===== src/rtl/hazard_scoreboard.sv =====
// Destination-register scoreboard for the ID/EX, EX/MEM and MEM/WB slots:
// feeds the forwarding unit, detects load-use hazards, handles flush and memory freeze.
module hazard_scoreboard #(
    parameter int REG_AW   = 5,
    parameter int NUM_REGS = 32,
    parameter int CNT_W    = 16
) (
    input  logic                clk_i,
    input  logic                rst_i,
    input  logic                id_valid_i,
    input  logic [REG_AW-1:0]   id_rs1_i,
    input  logic [REG_AW-1:0]   id_rs2_i,
    input  logic                id_uses_rs1_i,
    input  logic                id_uses_rs2_i,
    input  logic [REG_AW-1:0]   id_rd_i,
    input  logic                id_regwrite_i,
    input  logic                id_memread_i,
    input  logic                flush_i,
    input  logic                mem_ready_i,
    output logic                stall_id_o,
    output logic                bubble_ex_o,
    output logic [REG_AW-1:0]   ex_mem_rd_o,
    output logic                ex_mem_regwrite_o,
    output logic [REG_AW-1:0]   mem_wb_rd_o,
    output logic                mem_wb_regwrite_o,
    output logic [NUM_REGS-1:0] pending_mask_o,
    output logic [CNT_W-1:0]    stall_count_o
);

    typedef struct packed {
        logic              valid;
        logic [REG_AW-1:0] rd;
        logic              regwrite;
        logic              memread;
    } idExSlot_t;

    // The load flag is only consulted while the producer sits in ID/EX.
    typedef struct packed {
        logic              valid;
        logic [REG_AW-1:0] rd;
        logic              regwrite;
    } lateSlot_t;

    idExSlot_t        s1_q, s1_d;
    lateSlot_t        s2_q, s2_d;
    lateSlot_t        s3_q, s3_d;
    logic [CNT_W-1:0] stallCount_q, stallCount_d;

    logic      rs1Hit;
    logic      rs2Hit;
    logic      loadUse;
    logic      rdNonZero;
    idExSlot_t idEntry;

    always_comb begin
        rs1Hit  = id_uses_rs1_i && (id_rs1_i == s1_q.rd);
        rs2Hit  = id_uses_rs2_i && (id_rs2_i == s1_q.rd);
        loadUse = id_valid_i && s1_q.valid && s1_q.memread && s1_q.regwrite &&
                  (s1_q.rd != '0) && (rs1Hit || rs2Hit);
    end

    assign stall_id_o  = (loadUse && !flush_i) || !mem_ready_i;
    assign bubble_ex_o = mem_ready_i && (loadUse || flush_i || !id_valid_i);

    // Writes to x0 are dropped at capture so they never look like producers.
    always_comb begin
        rdNonZero        = (id_rd_i != '0);
        idEntry.valid    = 1'b1;
        idEntry.rd       = id_rd_i;
        idEntry.regwrite = id_regwrite_i && rdNonZero;
        idEntry.memread  = id_memread_i && rdNonZero;
    end

    always_comb begin
        s1_d         = s1_q;
        s2_d         = s2_q;
        s3_d         = s3_q;
        stallCount_d = stallCount_q;
        if (mem_ready_i) begin
            s3_d = s2_q;
            s2_d = '{valid: s1_q.valid, rd: s1_q.rd, regwrite: s1_q.regwrite};
            s1_d = '0;
            if (id_valid_i && !loadUse && !flush_i) begin
                s1_d = idEntry;
            end
            if (loadUse && !flush_i && (stallCount_q != '1)) begin
                stallCount_d = stallCount_q + CNT_W'(1);
            end
        end
    end

    always_ff @(posedge clk_i or posedge rst_i) begin
        if (rst_i) begin
            s1_q         <= '0;
            s2_q         <= '0;
            s3_q         <= '0;
            stallCount_q <= '0;
        end else begin
            s1_q         <= s1_d;
            s2_q         <= s2_d;
            s3_q         <= s3_d;
            stallCount_q <= stallCount_d;
        end
    end

    assign ex_mem_rd_o       = s2_q.valid ? s2_q.rd : '0;
    assign ex_mem_regwrite_o = s2_q.valid && s2_q.regwrite;
    assign mem_wb_rd_o       = s3_q.valid ? s3_q.rd : '0;
    assign mem_wb_regwrite_o = s3_q.valid && s3_q.regwrite;
    assign stall_count_o     = stallCount_q;

    always_comb begin
        pending_mask_o = '0;
        if (s1_q.valid && s1_q.regwrite) pending_mask_o[s1_q.rd] = 1'b1;
        if (s2_q.valid && s2_q.regwrite) pending_mask_o[s2_q.rd] = 1'b1;
        if (s3_q.valid && s3_q.regwrite) pending_mask_o[s3_q.rd] = 1'b1;
        pending_mask_o[0] = 1'b0;
    end

endmodule

===== config.mk =====
export PLATFORM = sky130hd
export DESIGN_NAME = hazard_scoreboard
export DESIGN_NICKNAME = d
export VERILOG_FILES = /design/src/rtl/hazard_scoreboard.sv
export SDC_FILE = /design/constraint.sdc
export NUM_CORES = 1
export LEC_CHECK = 0
export CORE_ASPECT_RATIO = 1.75
export CORE_MARGIN = 2
export CORE_UTILIZATION = 35
export DETAILED_ROUTE_END_ITERATION = 10
export PLACE_DENSITY = 0.59
export SYNTH_ARGS = -nofsm -noshare
export SYNTH_HDL_FRONTEND = slang
export SYNTH_SLANG_ARGS = --single-unit

===== constraint.sdc =====
create_clock -name clk_i -period 4.7 [get_ports clk_i]
set_input_delay 0.94 -clock clk_i [delete_from_list [all_inputs] [get_ports clk_i]]
set_output_delay 0.94 -clock clk_i [all_outputs]
set_load 0.01 [all_outputs]

==> results.md <==
- Synth Instances: 321
- WL per Instance: between 15 and 20 microns
- Setup CP Type: primary input to primary output
- Residual DRC: 0
- Vias in the first global route: 2,836
- Initial antenna violation count: 0
- Mean Syn Cell Area: 8.70 sq um
- Synth warn: 0
- Number of flops mapped to enable cells by yosys: 0
- Number of setup buffers added after CTS: 0
- Post-route minimum period: 3.75 ns
- Clk slew on worst S/H paths: 0.05 ns
- H-tree depth: 2
- GRT Total Usage: 0.200
- Max-Cap Viols: 0
- R2R Setup Slk: 2.54 ns
- Critical Path End Type: primary output
- Initial Util: 0.356
- Setup_tns: 0 ns
- Clock network power share: 0.406
- VDD IR-drop max: approximately 0.21 mV
- Post-DR vias/cell: around 5.6
- Num CTS Buffers: 5
- Grt ovf: 0
- Top FF cell, synth: dfrtp_1
- DR vias: 2,722
- Synthesis-stage register bit count: 38
- Detailed Route WL: 8.48 mm
- Worst-Skew Late Latency: 0.27 ns
- Clk sink count: 38
- Worst Setup SP: id_rs1_i[2]
- Synth top area share: 0.341
- Data required time of the worst path: 3.76 ns
- N_diodes: 0
- Dpl hpwl: 6.56 mm
- FP Rows: 43
- Largest net degree at the start of global routing: 39
- DRT iter0 DRCs: around 180
- First-pass GRT wire length: between 10 and 15 mm
- Die Width: slightly above 70 microns
- Die Ht: roughly 120 microns
- IO Port Bufs: 84
- Synth Cell Area: roughly 0.0028 sq mm
- Switching power: 208 uW
- Max clock buf depth: 2
- Layout area overhead: 36.9%
- Final #Nets: 423
- Setup Skew: 0.00224 ns
- Final Hold Viols: 0
- Fraction of power consumed by sequential logic: 0.458
- RR Endpoint: stall_count_o[1]
- Area after DPL: 0.00367 sq mm
- Slew headroom: 0.400
- CTS tree: built
- Status: complete, no violations
- Power density cells: between 200 and 250 mW/mm^2
- Async set-reset flop share out of synthesis: 1.00
- I/O Pins: 86
- Min-delay worst type: flip-flop to flip-flop
- Pwr Total: a little over 800 uW
- Unrepaired setup endpoints after global routing: false
- Post-synth cell types: 39
- Worst Setup EP: bubble_ex_o
- Area leader, netlist: dfrtp_1
- Worst-margin pin slew: 0.892 ns
- Die area: 0.00874 sq mm
- Leak: 1.62 nW
- Drt first pass iters: 5
- GPL Wtd Cong: 0.876
- Syn Nets: 346
- Data arrival, critical path: 2.81 ns
- Internal: ~600 uW
- Reg-to-Reg Start: stall_count_o[0]
- Period utilisation layout: 0.799
- Finished Layout Cells: 489
- Seq/Total Area, Yosys: 0.341
- Post-CTS sizing: 0
- Placed instance count: 481
- Combinational Power Share: 0.136
- Final setup fails: 0
- ANT nets after route: 0
- Root Buffer Master: clkbuf_16
- CTS Hold Bufs: 0
- Worst R2R Path Depth: 7
- Layout cells sized above 1: 0.108
- CORE AREA: around 0.0079 sq mm
- Area contributors post-synth: dfrtp_1 (34%), nand2_1 (9.9%), xnor2_1 (7.8%)
- Fin. max-slew vios: 0
- CP Launch Type: primary input
- Final instance area: 0.00382 sq mm
- Critical Path Fanout Max: 2
- Max Freq: 266 MHz
- Sw Ratio: 0.254
power by group through the flow:
| stage | sequential [mW] | clock (mW) | combinational, mW |
|---|---|---|---|
| floorplan | 0.358 | 0 | 0.0854 |
| global placement | 0.381 | 0 | 0.111 |
| detailed placement | 0.382 | 0 | 0.112 |
| CTS | 0.376 | 0.342 | 0.113 |
| global route | 0.380 | 0.357 | 0.123 |
| finish | 0.376 | 0.332 | 0.111 |
layer usage:
metal,up-vias,share of wire,track usage
li1,1298,-,-
met1,1318,0.37,0.216
met2,90,0.56,0.379
met3,16,0.042,0.0215
met4,0,0.025,0.0943
met5,-,0,0
layout make-up:
| cell class | count | area [sq um] |
|---|---|---|
| Sequential cell | 38 | 951 |
| Clock buffer | 6 | 139 |
| Fill cell | 760 | 4030 |
| Multi-Input combinational cell | 255 | 1690 |
| Clock inverter | 2 | 12.5 |
| Timing Repair Buffer | 90 | 886 |
| Tap cell | 90 | 113 |
| Inverter | 8 | 30.0 |
synthesized netlist by cell type (2+ instances only):
cell      instances
nor2_1           11
mux2_2           14
buf_2             3
a32o_1            2
dfrtp_1          38
nor4_1            2
nand4_1          10
xnor2_1          25
nand3_1          10
buf_6             4
inv_1             7
nor3b_1           9
and3_1           10
a21o_1            2
nor3b_2           6
a22o_1            5
clkbuf_1          9
nor3_1           10
nand2_1          74
and3b_1           4
buf_4             3
and4_1            5
and2_1           10
nand3_2           4
a22oi_1          29
a222oi_1          2
state kept, by name, indices dropped and copies added (netlist names):
name,count
s3_q,7
stall_count_o,16
s1_q,8
s2_q,7
worst max-delay path, stage by stage:
cell	delay (ns)
clkdlybuf4s50_1	0.48
xnor2_1	0.12
nand4_1	0.17
o22ai_4	0.24
nand2_1	0.11
a31oi_1	0.19
clkdlybuf4s50_1	0.56
logic make-up (layout without fill, tap and decap cells):
logic type      after synthesis  in the layout  synth area share
fa+ha+maj                     1              1           0.00448
simple gates                168            168             0.325
flops                        38             38             0.341
buf+inv                      28            106            0.0538
xor+xnor                     25             25            0.0784
mux                          15             15            0.0618
compound gates               45             45             0.135
other cells                   1              1           0.00134
worst min-delay path by stage:
stage | from | endpoint | slack [ns] | cells past startpoint
6_report | stall_count_o[15] | stall_count_o[15] | 0.50 | 1
5_1_grt | stall_count_o[12] | stall_count_o[12] | 0.52 | 1
4_1_cts | stall_count_o[12] | stall_count_o[12] | 0.50 | 1
3_5_place_dp | stall_count_o[12] | stall_count_o[12] | 0.49 | 1
3_3_place_gp | stall_count_o[12] | stall_count_o[12] | 0.49 | 1
2_1_floorplan | s1_q[0] | s1_q[0] | 0.46 | 1
layout by cell type, fill, tap and decap left out, drive strengths merged, types with 4 or more instances in the layout:
cell	count
and2	10
nand2	74
a22o	5
and3b	4
nand3	14
nor3	11
and4	5
inv	7
xnor2	25
nor2	11
nand4	10
a22oi	29
clkbuf	6
clkdlybuf4s50	84
dfrtp	38
mux2	15
nor3b	15
buf	6
and3	10
metrics by stage:
step	hold WS, ns	worst slack [ns]	utilization
detailed placement	0.487	0.937	0.467
global route	0.520	0.818	0.487
global placement	0.493	0.970	0.467
finish	0.505	0.945	0.487
floorplan	0.463	1.74	-
CTS	0.503	0.918	0.487
Note: power is estimated with default switching activity, not from simulation.
==> RTL change 1, RTL diff (config.mk and constraints unchanged) <==
Make the reset (`rst_i`) synchronous in one clocked block.
--- a/src/rtl/hazard_scoreboard.sv
+++ b/src/rtl/hazard_scoreboard.sv
@@ -90,5 +90,5 @@
     end
 
-    always_ff @(posedge clk_i or posedge rst_i) begin
+    always_ff @(posedge clk_i) begin
         if (rst_i) begin
             s1_q         <= '0;
Behaviour: differs if rst_i is asserted again (counterexample within 4 cycles, from zero or initial values and one cycle with rst_i high); with rst_i held inactive, the same outputs for 4 cycles.
==> RTL change 1 against the unedited design <==
- routed wire length grew 4.5%
- die area shrank 2.7%
- synthesized area shrank 2.8%
- sequential power shrank 12%
- sequential cell count is the same
- worst setup slack lost 0.19 ns
- total power shrank 10%
- cell area shrank 2.3%
- highest routed layer unchanged
==> RTL change 1: results (changes against the unedited design) <==
reg2reg start: s1_q[4]
worst-skew pair later-pin latency: 0.28 ns
Post-DP HPWL: 6.699 mm (+2.2%)
sequential share of the synthesized area: 0.2802 (-0.06032)
CTS H-tree depth: 2 (unchanged)
library cells used by synthesis: 52 (+33%)
NumNets Final: 462 (+9.2%)
Worst Hold Endpoint: s1_q[0]
DR iter-0 viols: 206 (+15%)
Hold Path Depth: 1 (unchanged)
max_slew headroom: 0.1827 (-0.2178)
Clock Skew: 0.007829 ns (+0.005593 ns)
Via Count: 3016 (+11%)
Async SR Flop Fraction: 0 (-1.000)
gpl congestion: 0.8303 (-5.2%)
All-Layer GR Usage: 0.2080 (+0.007519)
post-synthesis mux area share: 0.07235 (+0.01052)
DP Area: 0.003582 mm^2 (-2.4%)
outcome: finished, final reports clean
Post-CTS Hold Fix Bufs: 0 (unchanged)
fraction of layout cells with a size suffix above 1: 0.04338 (-0.06439)
Max VDD drop: 0.1944 mV (-6.9%)
top post-synthesis cells by area: dfxtp_1, nand2_1, a22oi_1, mux2i_1, nor2_1
Commonest cells post-synth: nand2_1, dfxtp_1, nor2_1
main combinational cell family by area after synthesis: simple AND/OR/NAND/NOR gates
adder-cell share of the synthesized area: 0.004608 (+0.0001280)
Hold Path Origin: s1_q[0]
CP Launch Point: id_rs1_i[3]
postcts setup bufs: 0 (unchanged)
Tightest Hold Check Type: flip-flop to flip-flop
RR Endpoint: stall_count_o[12]
critical path arrival: 3.01 ns (+0.20 ns)
Post-synth top flop: dfxtp_1
syn nets: 392 (+13%)
max FFs per register: 16 (unchanged)
largest net degree at the start of global routing: 36 (-7.7%)
CTS Buf Count: 5 (unchanged)
Compound-Gate Fraction of Synth Area: 0.1853 (+0.05040)
vias in the first global route: 2870 (+1.2%)
number of synthesized flops with an enable pin: 0 (unchanged)
Reg2Reg Depth: 5 (-2)
R2R Setup Slk: 2.23 ns (-0.31 ns)
first-pass GRT wire length: 14.45 mm (+3.6%)
average wire per cell in the routed design: 16.85 um (-2.9%)
Post-Synth XOR/XNOR Area: 0.03226 (-0.04615)
Leakage: 1.475 nW (-9.0%)
RTL change 1: routing by layer:
metal,part of all wire,vias to the layer above,global-route usage
met5,0,-,0
met4,0.017,0,0.07193
met3,0.047,13,0.02417
met2,0.56,114,0.4009
met1,0.37,1412,0.2289
li1,-,1477,-
RTL change 1: kinds of logic (layout without fill, tap and decap cells):
group                    Yosys count  count (layout)
adder cells (fa/ha/maj)            1               1
flip-flops                        38              38
multiplexers                      19              19
AO/OA/AOI/OAI                     67              67
AND/OR/NAND/NOR                  197             197
XOR/XNOR                          10              10
buffers and inverters             34             105
other                              1               1
RTL change 1: cell type report:
type                            instances  area (um^2)
Fill cell                             780         3834
Multi-Input combinational cell        295         1807
Timing Repair Buffer                   88        870.8
Sequential cell                        38        760.7
Clock buffer                            6        138.9
Tap cell                               88        110.1
Inverter                                9        33.78
Clock inverter                          2        12.51
RTL change 1: where the power goes:
part	switching [mW]	total [mW]	internal, mW
registers	0.00690	0.332	0.325
logic	0.0281	0.0591	0.0309
clock network	0.133	0.343	0.210
RTL change 1: worst max-delay path: stages:
cell and delay, ns:
clkdlybuf4s50_1 0.41, xor2_1 0.14, nor4_1 0.34, a32oi_1 0.21, nand2b_1 0.21, a31oi_1 0.19
clkdlybuf4s50_1 0.56
RTL change 1: metrics by stage:
step / std cells / util / total power [mW] / hold WS (ns) / worst slack [ns]
finish: 526 / 0.4934 / 0.7337 / 0.4871 / 0.7532
global route: 526 / 0.4934 / 0.7620 / 0.5056 / 0.6379
CTS: 526 / 0.4934 / 0.7407 / 0.4994 / 0.7081
detailed placement: 518 / 0.4734 / 0.3984 / 0.4863 / 0.7160
global placement: 518 / 0.4734 / 0.3978 / 0.4796 / 0.7732
floorplan: 367 / - / 0.3668 / 0.4423 / 1.706
==> RTL change 2, RTL diff (config.mk and constraints unchanged) <==
Made on the original files. Set the parameter `REG_AW` to 4 (it was 5).
--- a/src/rtl/hazard_scoreboard.sv
+++ b/src/rtl/hazard_scoreboard.sv
@@ -2,5 +2,5 @@
 // feeds the forwarding unit, detects load-use hazards, handles flush and memory freeze.
 module hazard_scoreboard #(
-    parameter int REG_AW   = 5,
+    parameter int REG_AW   = 4,
     parameter int NUM_REGS = 32,
     parameter int CNT_W    = 16
Ports: changed (5 resized); port bits go from 86 to 81. The function was not compared with the original's and may differ.
==> RTL change 2 against the unedited design <==
- clock power down 33%
- total power down 21%
- worst setup slack worse by 0.12 ns
- sequential cell count down 3
- synthesized area down 19%
- critical path depth unchanged
- routed wire length down 32%
- register-to-register slack worse by 0.04 ns
- critical endpoint unchanged
- cell area down 23%
==> RTL change 2: results (changes against the unedited design) <==
Leakage: 1.347 nW (-17%)
Worst Hold Endpoint: stall_count_o[12]
largest net degree at the start of global routing: 36 (-7.7%)
met3 usage: 0.02749 (+0.005990)
vias in the first global route: 1947 (-31%)
placed cells: 376 (-22%)
average wire per cell in the routed design: 15.10 um (-13%)
DR iter-0 viols: 129 (-28%)
FILL cells: 654 (-14%)
met3 routed WL: 278 um (-23%)
Reg2Reg Depth: 6 (-1)
Cell Rows: 38 (-12%)
Clock transition at path regs: 0.07 ns (+0.02 ns)
gpl congestion: 0.8612 (-1.7%)
post-route met1 wirelength: 2.316 mm (-26%)
Psw: 172.1 uW (-17%)
Inverters: 5 (-3)
DP Area: 0.002868 mm^2 (-22%)
Clock Skew: 0.004499 ns (+0.002263 ns)
CTS Root Cell: clkbuf_8
Via density: 5.112 (-8.2%)
Tightest Hold Check Type: flip-flop to flip-flop
outcome: finished, final reports clean
NumNets Final: 325 (-23%)
Met2 Routed Length: 3.042 mm (-36%)
Routed WL: 5.785 mm (-32%)
register area: 875.8 um^2 (-7.9%)
Comb. pwr: 87.9 uW (-21%)
Net Sw Frac: 0.2655 (+0.01121)
critical path arrival: 2.93 ns (+0.12 ns)
Hold Path Origin: stall_count_o[12]
reg2reg start: s1_q[2]
sequential share of the synthesized area: 0.3867 (+0.04624)
Reg power frac: 0.522 (+0.064)
first-pass GRT wire length: 9.522 mm (-32%)
drt pass-1 iters: 4 (-1)
max_slew headroom: 0.5853 (+0.1848)
multi-input logic area: 0.001220 mm^2 (-28%)
R2R Setup Slk: 2.50 ns (-0.04 ns)
I/O Buffers: 63 (-25%)
All-Layer GR Usage: 0.1686 (-0.03183)
postcts setup bufs: 0 (unchanged)
Period minus WS final: 3.873 ns (+0.1180 ns)
multi-input gates: 190 (-25%)
met1 GRT Util: 0.1988 (-0.01728)
Commonest cells post-synth: dfrtp_1, nand2_1, buf_4
Place WS: 0.7957 ns (-0.1414 ns)
non-clk buf share: 0.2210 (-0.01075)
[RTL change 2: cell types whose count changed in the layout (fill, tap and decap cells not counted), moves of 7 or more]
cell	before	now
a22oi_1	29	8
nor2b_1	0	7
xnor2_1	25	9
xor2_1	0	14
nand2_1	74	34
clkdlybuf4s50_1	84	63
conb_1	1	17
[RTL change 2: logic make-up (layout without fill, tap and decap cells)]
logic type,Yosys count,after routing,share of synthesized area
buf+inv,36,78,0.1011
compound gates,24,24,0.08619
mux,13,13,0.06464
xor+xnor,23,23,0.08895
simple gates,112,112,0.2652
fa+ha+maj,1,1,0.005524
other cells,1,17,0.001656
flops,35,35,0.3867
[RTL change 2: stage by stage]
stage / util / hold WS, ns
final: 0.4745 / 0.5065
after global routing: 0.4745 / 0.5425
after CTS: 0.4745 / 0.5166
after detailed placement: 0.4604 / 0.4976
after global placement: 0.4604 / 0.4861
after floorplan: - / 0.4561
